==> src/rtl/sep_fifo_sched_if.sv <==
// sep_fifo_sched_if: requester word bus shared by NREQ requesters and the scheduler
interface sep_fifo_sched_if #(
  parameter int NREQ = 2
);
  logic [NREQ-1:0]    valid;
  logic [32*NREQ-1:0] data;
  logic [NREQ-1:0]    ready;
  modport master (output valid, data, input ready);
  modport slave  (input valid, data, output ready);
endinterface

==> src/rtl/sep_fifo_sched.sv <==
// sep_fifo_sched: round-robin word scheduler feeding separator->fifo with occupancy tracking and drain
module sep_fifo_sched #(
  parameter int NREQ       = 2,
  parameter int BPW        = 4,
  parameter int FIFO_DEPTH = 16,
  parameter int CW         = $clog2(FIFO_DEPTH + 1)
) (
  input  logic             clk,
  input  logic             rstn,
  sep_fifo_sched_if.slave  req,
  output logic [31:0]      sep_data_o,
  output logic             sep_valid_pulse_o,
  input  logic             sep_valid_i,
  output logic             fifo_rd_en_o,
  input  logic             out_ready_i,
  output logic             out_valid_o,
  output logic [CW-1:0]    occ_o,
  output logic             busy_o,
  output logic             err_o
);
  localparam int PW = $clog2(NREQ);
  localparam int BW = $clog2(BPW + 1);
  typedef enum logic [1:0] {IDLE, LAUNCH, WAIT} state_e;
  state_e          state_q, state_d;
  logic [PW-1:0]   rr_q, rr_d;
  logic [BW-1:0]   cnt_q, cnt_d;
  logic [CW-1:0]   occ_q, occ_d;
  logic [31:0]     data_q, data_d;
  logic            pulse_q, pulse_d;
  logic            outv_q, outv_d;
  logic            err_q, err_d;
  logic [2*NREQ-1:0] vv;
  logic [PW-1:0]   gnt;
  logic            found, grant, ovf;
  int              s;
  // round-robin search starting at rr_q over a doubled valid vector
  always_comb begin
    vv = {req.valid, req.valid} >> rr_q;
    found = 1'b0;
    gnt = '0;
    s = 0;
    for (int k = 0; k < NREQ; k++) begin
      if (!found && |(vv & ((2*NREQ)'(1) << k))) begin
        found = 1'b1;
        s = int'(rr_q) + k;
        gnt = PW'(s >= NREQ ? s - NREQ : s);
      end
    end
    grant = (state_q == IDLE) && found && (occ_q <= CW'(FIFO_DEPTH - BPW));
    req.ready = grant ? NREQ'(1) << gnt : '0;
  end
  assign fifo_rd_en_o      = out_ready_i && (occ_q != '0);
  assign ovf               = sep_valid_i && !fifo_rd_en_o && (occ_q == CW'(FIFO_DEPTH));
  assign sep_data_o        = data_q;
  assign sep_valid_pulse_o = pulse_q;
  assign out_valid_o       = outv_q;
  assign occ_o             = occ_q;
  assign busy_o            = (state_q != IDLE);
  assign err_o             = err_q;
  // next-state: word FSM, byte counting, occupancy and sticky error
  always_comb begin
    state_d = state_q;
    rr_d    = rr_q;
    cnt_d   = cnt_q;
    data_d  = data_q;
    pulse_d = grant;
    if (grant) begin
      state_d = LAUNCH;
      rr_d    = (gnt == PW'(NREQ - 1)) ? '0 : gnt + 1'b1;
      cnt_d   = '0;
      data_d  = req.data[32*gnt +: 32];
    end else if (state_q == LAUNCH) begin
      state_d = WAIT;
    end else if (state_q == WAIT && sep_valid_i) begin
      cnt_d   = cnt_q + 1'b1;
      state_d = (cnt_q == BW'(BPW - 1)) ? IDLE : WAIT;
    end
    occ_d  = ovf ? occ_q : occ_q + CW'(sep_valid_i) - CW'(fifo_rd_en_o);
    err_d  = err_q || ovf || (sep_valid_i && state_q != WAIT);
    outv_d = fifo_rd_en_o;
  end
  // state registers with synchronous active-high reset
  always_ff @(posedge clk) begin
    if (rstn) begin
      state_q <= IDLE;
      rr_q    <= '0;
      cnt_q   <= '0;
      occ_q   <= '0;
      data_q  <= '0;
      pulse_q <= 1'b0;
      outv_q  <= 1'b0;
      err_q   <= 1'b0;
    end else begin
      state_q <= state_d;
      rr_q    <= rr_d;
      cnt_q   <= cnt_d;
      occ_q   <= occ_d;
      data_q  <= data_d;
      pulse_q <= pulse_d;
      outv_q  <= outv_d;
      err_q   <= err_d;
    end
  end
endmodule

==> src/flat_wrapper.sv <==
// flat-port wrapper written by rule: the top's interface ports become plain ports
module sep_fifo_sched_flat 
#(
  parameter int NREQ       = 2,
  parameter int BPW        = 4,
  parameter int FIFO_DEPTH = 16,
  parameter int CW         = $clog2(FIFO_DEPTH + 1)
)
  (clk, rstn, sep_data_o, sep_valid_pulse_o, sep_valid_i, fifo_rd_en_o, out_ready_i, out_valid_o, occ_o, busy_o, err_o, req_valid, req_data, req_ready);
  sep_fifo_sched_if #(.NREQ(NREQ)) req_i ();
  input  logic clk;
  input  logic rstn;
  output logic [31:0] sep_data_o;
  output logic sep_valid_pulse_o;
  input  logic sep_valid_i;
  output logic fifo_rd_en_o;
  input  logic out_ready_i;
  output logic out_valid_o;
  output logic [CW-1:0] occ_o;
  output logic busy_o;
  output logic err_o;
  input wire logic [$bits(req_i.valid)-1:0] req_valid;
  input wire logic [$bits(req_i.data)-1:0] req_data;
  output wire logic [$bits(req_i.ready)-1:0] req_ready;
  assign req_i.valid = req_valid;
  assign req_i.data = req_data;
  assign req_ready = req_i.ready;
  sep_fifo_sched #(.NREQ(NREQ), .BPW(BPW), .FIFO_DEPTH(FIFO_DEPTH), .CW(CW)) u_core (.clk(clk), .rstn(rstn), .req(req_i), .sep_data_o(sep_data_o), .sep_valid_pulse_o(sep_valid_pulse_o), .sep_valid_i(sep_valid_i), .fifo_rd_en_o(fifo_rd_en_o), .out_ready_i(out_ready_i), .out_valid_o(out_valid_o), .occ_o(occ_o), .busy_o(busy_o), .err_o(err_o));
endmodule
==> config.mk <==
export PLATFORM = sky130hd
export DESIGN_NAME = sep_fifo_sched_flat
export DESIGN_NICKNAME = d
export VERILOG_FILES = /design/src/rtl/sep_fifo_sched_if.sv /design/src/rtl/sep_fifo_sched.sv /design/src/flat_wrapper.sv
export SDC_FILE = /design/constraint.sdc
export NUM_CORES = 1
export LEC_CHECK = 0
export CELL_PAD_IN_SITES_DETAIL_PLACEMENT = 2
export CELL_PAD_IN_SITES_GLOBAL_PLACEMENT = 2
export CORE_MARGIN = 10
export CORE_UTILIZATION = 22
export DETAILED_ROUTE_END_ITERATION = 10
export PLACE_DENSITY_LB_ADDON = 0.1
export SLEW_MARGIN = 0
export SYNTH_ARGS = -nofsm -noshare
export SYNTH_HDL_FRONTEND = slang
export SYNTH_SLANG_ARGS = --single-unit
==> constraint.sdc <==
create_clock -name clk -period 3.1 [get_ports clk]
set_input_delay 0.62 -clock clk [delete_from_list [all_inputs] [get_ports clk]]
set_output_delay 0.62 -clock clk [all_outputs]
set_load 0.01 [all_outputs]
==> results.py, run 1 <==
metrics = {
    "outcome": {
        "status": "finished clean",
    },
    "setup_path": {
        "r2r_end": "u_core.occ_o[4]$_SDFFE_PP0N_",
        "slowest_delay_ns": 0.60,
        "worstReg2RegStart": "u_core.occ_o[3]$_SDFFE_PP0N_",
        "crit_family": "buffers and inverters",
        "arrival_ns": 2.34,
        "endpoint_kind": "primary output",
        "crit_type": "flop to primary output",
        "r2r_slack_ns": 0.27,
        "reg2reg_depth": 13,
        "worstPathMaxFanout": 5,
        "cp_cell_sequence": "buf_4 -> ha_1 -> nor3b_1 -> o221a_2 -> nor2b_1 -> clkdlybuf4s50_1",
        "critPathRequiredTime_ns": 2.48,
        "critPathBufInv": 2,
        "startpoint_type": "flop",
        "slowest_stage": "clkdlybuf4s50_1",
    },
    "grt": {
        "grt-ovfl-total": 0,
        "grt_pass1_vias": 2302,
        "grt_max_degree": 48,
        "groute.usage.overall_pct": 10.6,
        "antenna_found_initial": 0,
        "grt_pass1_wl_um": 12300,
    },
    "die": {
        "row_count": 36,
        "initial_core_util_pct": 22.4,
        "die_x_um": 120,
        "coreArea_um2": 9730,
        "die-area_um2": 14300,
        "die_h_um": 120,
        "ioPinCount": 114,
    },
    "final_layout": {
        "syn2layout_area_growth_pct": 61.7,
        "fillers": 1106,
        "fin_area_um2": 3520,
        "multi_input_area_um2": 1130,
        "final_nets": 422,
        "insertedDiodeCount": 0,
        "seqCellArea_um2": 921,
        "fin_cells": 474,
        "drive_above_1_share_pct": 5.28,
    },
    "timing": {
        "finalSetupViolCount": 0,
        "fmax_mhz": 338,
        "min_period_ns": 2.96,
        "final.setup.tns_ns": 0,
        "maxSlewHeadroom_pct": 35.5,
        "rsz0062_at_grt": "false",
        "drv_slew": 0,
        "layout_worst_path_cycle_share_pct": 95.4,
        "worst_pin_slew_ns": 0.967,
        "hold_violations": 0,
        "clock-skew-final_ns": 0.00205,
    },
    "logic_synthesis": {
        "yosysWarnings": 0,
        "syn-cell-area_um2": 2180,
        "syn-num-nets": 312,
        "ys_seq_area_share_pct": 42.3,
        "syn_area_per_cell_um2": 9.43,
        "syn_inst": 231,
        "yosysUniqueCellTypes": 30,
        "synth-seq-cells": 46,
    },
    "power_and_ir_drop": {
        "powerDensity_nw_per_um2": 790,
        "vdd_drop_max_uv": 198,
        "p_total_w": 0.00278,
        "p_leak_nw": 1.44,
    },
    "min_path": {
        "holdPathStages": 2,
        "min_to": "u_core.sep_data_o[7]$_SDFFE_PP0P_",
        "min_from": "u_core.sep_data_o[7]$_SDFFE_PP0P_",
        "hold_path_class": "flop to flop",
    },
    "drt": {
        "drtIter0Drc": 38,
        "drc": 0,
        "wl_um": 7790,
        "first_pass_iters": 4,
        "vias": 2077,
        "wl_per_cell_um": 16.4,
        "via_per_inst": 4.38,
        "detail-route-antenna-nets": 0,
    },
    "cts": {
        "clkLatencyLatePin_ns": 0.29,
        "clkSlewWorstSetupHoldPaths_ns": 0.08,
        "root_buffer": "clkbuf_8",
        "clockBufferDepth": 2,
        "hold_buffers": 0,
        "post_cts_buffers": 0,
        "post_cts_resized": 0,
        "cts_made_buffers": 5,
        "clock_sinks": 46,
        "h-tree-depth": 2,
        "cts_tree": "built",
    },
    "placed_design": {
        "dpl.hpwl_um": 6110,
        "io_buffers": 113,
        "gp_congestion": 0.681,
        "post-place-cells": 467,
        "placed_area_um2": 3450,
    },
    "job": {
        "maxCapViolCount": 0,
    },
}
cells by family (layout without fill, tap and decap cells):
family          after synthesis  in the layout  synth area share (%)
fa+ha+maj                    11             11                  6.66
flops                        46             46                  42.3
simple gates                 60             60                  12.4
compound gates               48             48                  16.3
mux                          33             33                  15.2
buf+inv                      30            140                  5.97
xor+xnor                      3              3                  1.21
synth_stat cells:
library cell	instances	area (µm²)
dfxtp_1	46	921
nor2_1	39	146
a211oi_1	33	248
mux2i_1	33	330
inv_1	14	52.6
ha_1	10	125
a21oi_1	7	35.0
clkbuf_1	7	26.3
nor3_1	6	30.0
buf_2	5	25.0
nand2_1	5	18.8
buf_4	3	22.5
nor2b_1	3	18.8
xnor2_1	3	26.3
nor3b_1	2	15.0
a2111oi_0	1	8.76
a211oi_2	1	12.5
a21o_1	1	7.51
and2_1	1	6.26
buf_1	1	3.75
fa_1	1	20.0
nand2b_1	1	6.26
o2111a_1	1	11.3
o21a_1	1	7.51
o21ai_0	1	5.00
o21ai_2	1	8.76
o221a_1	1	11.3
or2_2	1	6.26
or3_4	1	11.3
or3b_4	1	11.3
state kept, by name, summed over array words and instances (netlist names):
signal	count
u_core.occ_o	5
u_core.state_q	2
u_core.cnt_q	3
u_core.sep_valid_pulse_o	1
u_core.rr_q	1
u_core.err_o	1
u_core.sep_data_o	32
u_core.out_valid_o	1
through the flow:
stage | hold slack, ns | setup slack [ns] | utilization, %
after detailed placement | 0.498 | 0.163 | 35.4
after floorplan | 0.479 | 0.407 | -
final | 0.500 | 0.144 | 36.2
after global placement | 0.485 | 0.292 | 35.4
after CTS | 0.512 | 0.0732 | 36.2
after global routing | 0.529 | 0.0132 | 36.2
worst max-delay path by stage:
| stage | from | end | slack [ns] | cells after the start |
|---|---|---|---|---|
| after floorplan | u_core.occ_o[2]$_SDFFE_PP0N_ | u_core.occ_o[4]$_SDFFE_PP0N_ | 0.41 | 13 |
| after global placement | req_valid[1] | req_ready[1] | 0.29 | 4 |
| after detailed placement | out_ready_i | u_core.occ_o[4]$_SDFFE_PP0N_ | 0.16 | 11 |
| after CTS | u_core.occ_o[2]$_SDFFE_PP0N_ | req_ready[1] | 0.07 | 6 |
| after global routing | u_core.occ_o[2]$_SDFFE_PP0N_ | req_ready[1] | 0.01 | 6 |
| final | u_core.occ_o[2]$_SDFFE_PP0N_ | req_ready[1] | 0.14 | 6 |
cells in the final DEF, fill, tap and decap left out, types with 5 or more instances in the layout:
cell	n
a211oi_1	33
a21oi_1	7
buf_4	6
clkbuf_8	5
clkdlybuf4s50_1	112
dfxtp_1	46
ha_1	10
inv_1	14
mux2i_1	33
nand2_1	5
nor2_1	39
nor3_1	6
worst register-to-register path, cell delays in order (launching register included):
cell	delay [ns]
dfxtp_1	0.36
inv_1	0.09
ha_1	0.14
or3b_4	0.38
o21a_1	0.21
ha_1	0.29
inv_1	0.06
ha_1	0.17
inv_1	0.06
fa_1	0.41
inv_1	0.07
a21oi_1	0.08
o2111a_1	0.25
a211oi_2	0.18
power by group:
group          total, W  internal (W)  switching [W]
Combinational   0.00150      0.000786       0.000717
Sequential     0.000923      0.000798       0.000125
Clock          0.000358      0.000156       0.000202
area by class of cell:
cell class | instances | share of cell area [%]
inverter | 14 | 1.49
multi-input combinational | 155 | 32.2
sequential | 46 | 26.1
clock buffer | 7 | 2.17
tap | 133 | 4.72
timing repair buffer | 119 | 33.3
routing by layer:
layer | part of all wire, % | up-vias | GRT usage [%]
met3 | 8.7 | 6 | 5.16
met5 | 0 | - | 0
met2 | 49 | 69 | 17.8
li1 | - | 1029 | -
met4 | 0.81 | 0 | 2.49
met1 | 41 | 973 | 11.7
(Power assumes the default switching activity.)
==> run 2: changes to the inputs <==
--- a/config.mk
+++ b/config.mk
@@ -9,6 +9,7 @@
 export CELL_PAD_IN_SITES_GLOBAL_PLACEMENT = 2
 export CORE_MARGIN = 10
 export CORE_UTILIZATION = 22
+export CTS_CLUSTER_SIZE = 28
 export DETAILED_ROUTE_END_ITERATION = 10
 export PLACE_DENSITY_LB_ADDON = 0.1
 export SLEW_MARGIN = 0
==> results of run 2 <==
Final layout, timing and power as in run 1 (identical DEF).
==> run 3: changes to the inputs <==
--- a/config.mk
+++ b/config.mk
@@ -7,8 +7,10 @@
 export LEC_CHECK = 0
 export CELL_PAD_IN_SITES_DETAIL_PLACEMENT = 2
 export CELL_PAD_IN_SITES_GLOBAL_PLACEMENT = 2
+export CORE_ASPECT_RATIO = 0.9
 export CORE_MARGIN = 10
-export CORE_UTILIZATION = 22
+export CORE_UTILIZATION = 24
+export CTS_BUF_LIST = sky130_fd_sc_hd__clkbuf_2 sky130_fd_sc_hd__clkbuf_4 sky130_fd_sc_hd__clkbuf_8
 export CTS_CLUSTER_SIZE = 28
 export DETAILED_ROUTE_END_ITERATION = 10
 export PLACE_DENSITY_LB_ADDON = 0.1
==> constraint.sdc (replaced) <==
create_clock -name clk -period 3.4 [get_ports clk]
set_input_delay 0.68 -clock clk [delete_from_list [all_inputs] [get_ports clk]]
set_output_delay 0.68 -clock clk [all_outputs]
set_load 0.01 [all_outputs]
==> run 3 against run 2 <==
  * Power shrank 6.5%
  * Critical path depth shrank 2
  * Sequential share of layout area shrank 0.093 points
  * Global-route usage grew 0.34 points
  * Count of clock-buffer cells in the layout is the same
  * Combinational power shrank 11%
  * Final cell count shrank 3.0%
  * Via count grew 0.77%
  * Setup slack gained 0.32 ns
  * Sequential cell count is the same
  * Sequential power shrank 8.2%
  * Clock power grew 17%
  * Highest routed layer unchanged
==> results.py, run 3 (synthesis results as in run 1) <==
metrics = {
    "final_layout": {
        "drive_above_1_share_pct": 5.87,
        "fin_cells": 460,
        "largest_reg_flops": 32,
        "final_nets": 421,
        "syn2layout_area_growth_pct": 62.3,
        "insertedDiodeCount": 0,
        "mostFrequentLayoutCells": "clkdlybuf4s50_1, dfxtp_1, nor2_1, mux2i_1, a211oi_1",
        "final_common_cell": "clkdlybuf4s50_1",
        "fillers": 989,
    },
    "timing": {
        "finalSetupViolCount": 0,
        "min_period_ns": 2.94,
        "final.setup.tns_ns": 0,
        "maxSlewHeadroom_pct": 38.8,
        "hold_violations": 0,
        "worst_pin_slew_ns": 0.919,
        "layout_worst_path_cycle_share_pct": 86.3,
        "fmax_mhz": 341,
        "clock-skew-final_ns": 0.00646,
        "drv_slew": 0,
        "rsz0062_at_grt": "false",
    },
    "die": {
        "die_x_um": 120,
        "die-area_um2": 13300,
        "die_h_um": 110,
        "initial_core_util_pct": 25.0,
        "coreArea_um2": 8730,
        "row_count": 32,
        "ioPinCount": 114,
    },
    "setup_path": {
        "slowest_delay_ns": 0.60,
        "critPathRequiredTime_ns": 2.72,
        "slowest_stage": "clkdlybuf4s50_1",
        "endpoint": "req_ready[1]",
        "worstPathMaxFanout": 4,
        "arrival_ns": 2.26,
        "r2r_end": "u_core.occ_o[4]$_SDFFE_PP0N_",
        "startpoint": "req_valid[1]",
        "worstReg2RegStart": "u_core.occ_o[2]$_SDFFE_PP0N_",
        "startpoint_type": "input port",
        "crit_type": "input port to primary output",
        "crit_top_cell": "clkdlybuf4s50_1",
        "reg2reg_depth": 13,
        "cp_cell_sequence": "clkdlybuf4s50_1 -> o221a_2 -> nor2b_1 -> clkdlybuf4s50_1",
        "r2r_slack_ns": 0.60,
        "endpoint_kind": "primary output",
    },
    "drt": {
        "wl_per_cell_um": 16.2,
        "detail-route-antenna-nets": 0,
        "wl_um": 7470,
        "drc": 0,
        "drtIter0Drc": 44,
        "vias": 2093,
        "via_per_inst": 4.55,
        "first_pass_iters": 4,
    },
    "cts": {
        "clkSlewWorstSetupHoldPaths_ns": 0.08,
        "clock_sinks": 46,
        "post_cts_resized": 0,
        "cts_made_buffers": 5,
        "hold_buffers": 0,
        "clockBufferDepth": 2,
        "post_cts_buffers": 0,
        "clkLatencyLatePin_ns": 0.30,
        "root_buffer": "clkbuf_8",
        "h-tree-depth": 2,
        "cts_tree": "built",
    },
    "placed_design": {
        "io_buffers": 113,
        "dpl.hpwl_um": 6010,
        "post-place-cells": 452,
        "gp_congestion": 0.673,
    },
    "grt": {
        "grt_pass1_wl_um": 11500,
        "antenna_found_initial": 0,
        "grt_max_degree": 47,
        "grt_pass1_vias": 2301,
        "grt-ovfl-total": 0,
        "groute.usage.overall_pct": 10.9,
    },
    "power_and_ir_drop": {
        "vdd_drop_max_uv": 254,
        "p_leak_nw": 1.45,
        "powerDensity_nw_per_um2": 736,
    },
    "outcome": {
        "status": "finished clean",
    },
    "min_path": {
        "min_from": "u_core.sep_data_o[17]$_SDFFE_PP0P_",
        "hold_path_class": "flop to flop",
    },
    "job": {
        "maxCapViolCount": 0,
    },
}
-- run 3: changes by cell type in the layout (fill, tap and decap cells not counted) --
| cell | before | now |
|---|---|---|
| bufinv_16 | 0 | 1 |
| clkbuf_4 | 0 | 2 |
| clkbuf_1 | 2 | 0 |
| buf_4 | 6 | 5 |
-- run 3: where the power goes --
group          internal (W)  total [W]  switching, W
Combinational      0.000704    0.00134      0.000633
Clock              0.000236   0.000418      0.000182
Sequential         0.000727   0.000847      0.000120
-- run 3: metrics by stage --
step	power [W]	util, %	area [µm²]	worst slack [ns]	hold slack, ns
after floorplan	0.00159	-	2180	0.707	0.479
after global placement	0.00220	39.2	3420	0.489	0.486
after detailed placement	0.00224	39.2	3420	0.442	0.498
after CTS	0.00267	40.5	3530	0.434	0.511
after global routing	0.00285	40.5	3530	0.386	0.541
final	0.00260	40.5	3530	0.464	0.505
-- run 3: worst min-delay path by stage --
| stage | depth (start not counted) | slack [ns] | endpoint |
|---|---|---|---|
| after floorplan | 2 | 0.48 | u_core.cnt_q[2]$_SDFFE_PP0P_ |
| after global placement | 2 | 0.49 | u_core.sep_data_o[11]$_SDFFE_PP0P_ |
| after detailed placement | 2 | 0.50 | u_core.sep_data_o[3]$_SDFFE_PP0P_ |
| after CTS | 2 | 0.51 | u_core.sep_data_o[3]$_SDFFE_PP0P_ |
| after global routing | 2 | 0.54 | u_core.sep_data_o[22]$_SDFFE_PP0P_ |
| final | 2 | 0.51 | u_core.sep_data_o[17]$_SDFFE_PP0P_ |
-- run 3: routing by layer --
metal	global-route usage (%)	share of wire (%)	vias up	routed length [µm]
li1	-	-	1024	-
met1	11.6	41	995	3060
met2	18.9	48	67	3620
met3	5.69	9.6	7	719
met4	2.84	0.87	0	65
met5	0	0	-	0
-- run 3: cell type report --
cell class | count | area (µm²) | share of cell area (%)
repair buffers | 118 | 1160 | 32.9
multi-input cells | 155 | 1130 | 32.1
flip-flops and latches | 46 | 921 | 26.1
well taps | 119 | 149 | 4.21
clock buffers | 7 | 83.8 | 2.37
inverters | 14 | 52.6 | 1.49
clock inverters | 1 | 30.0 | 0.850
-- run 3: critical path, delay by kind of cell --
family	cells	cell delay, ns
and+or+nand+nor	1	0.19
AOI/OAI and AO/OA	1	0.25
buffers and inverters	2	1.14
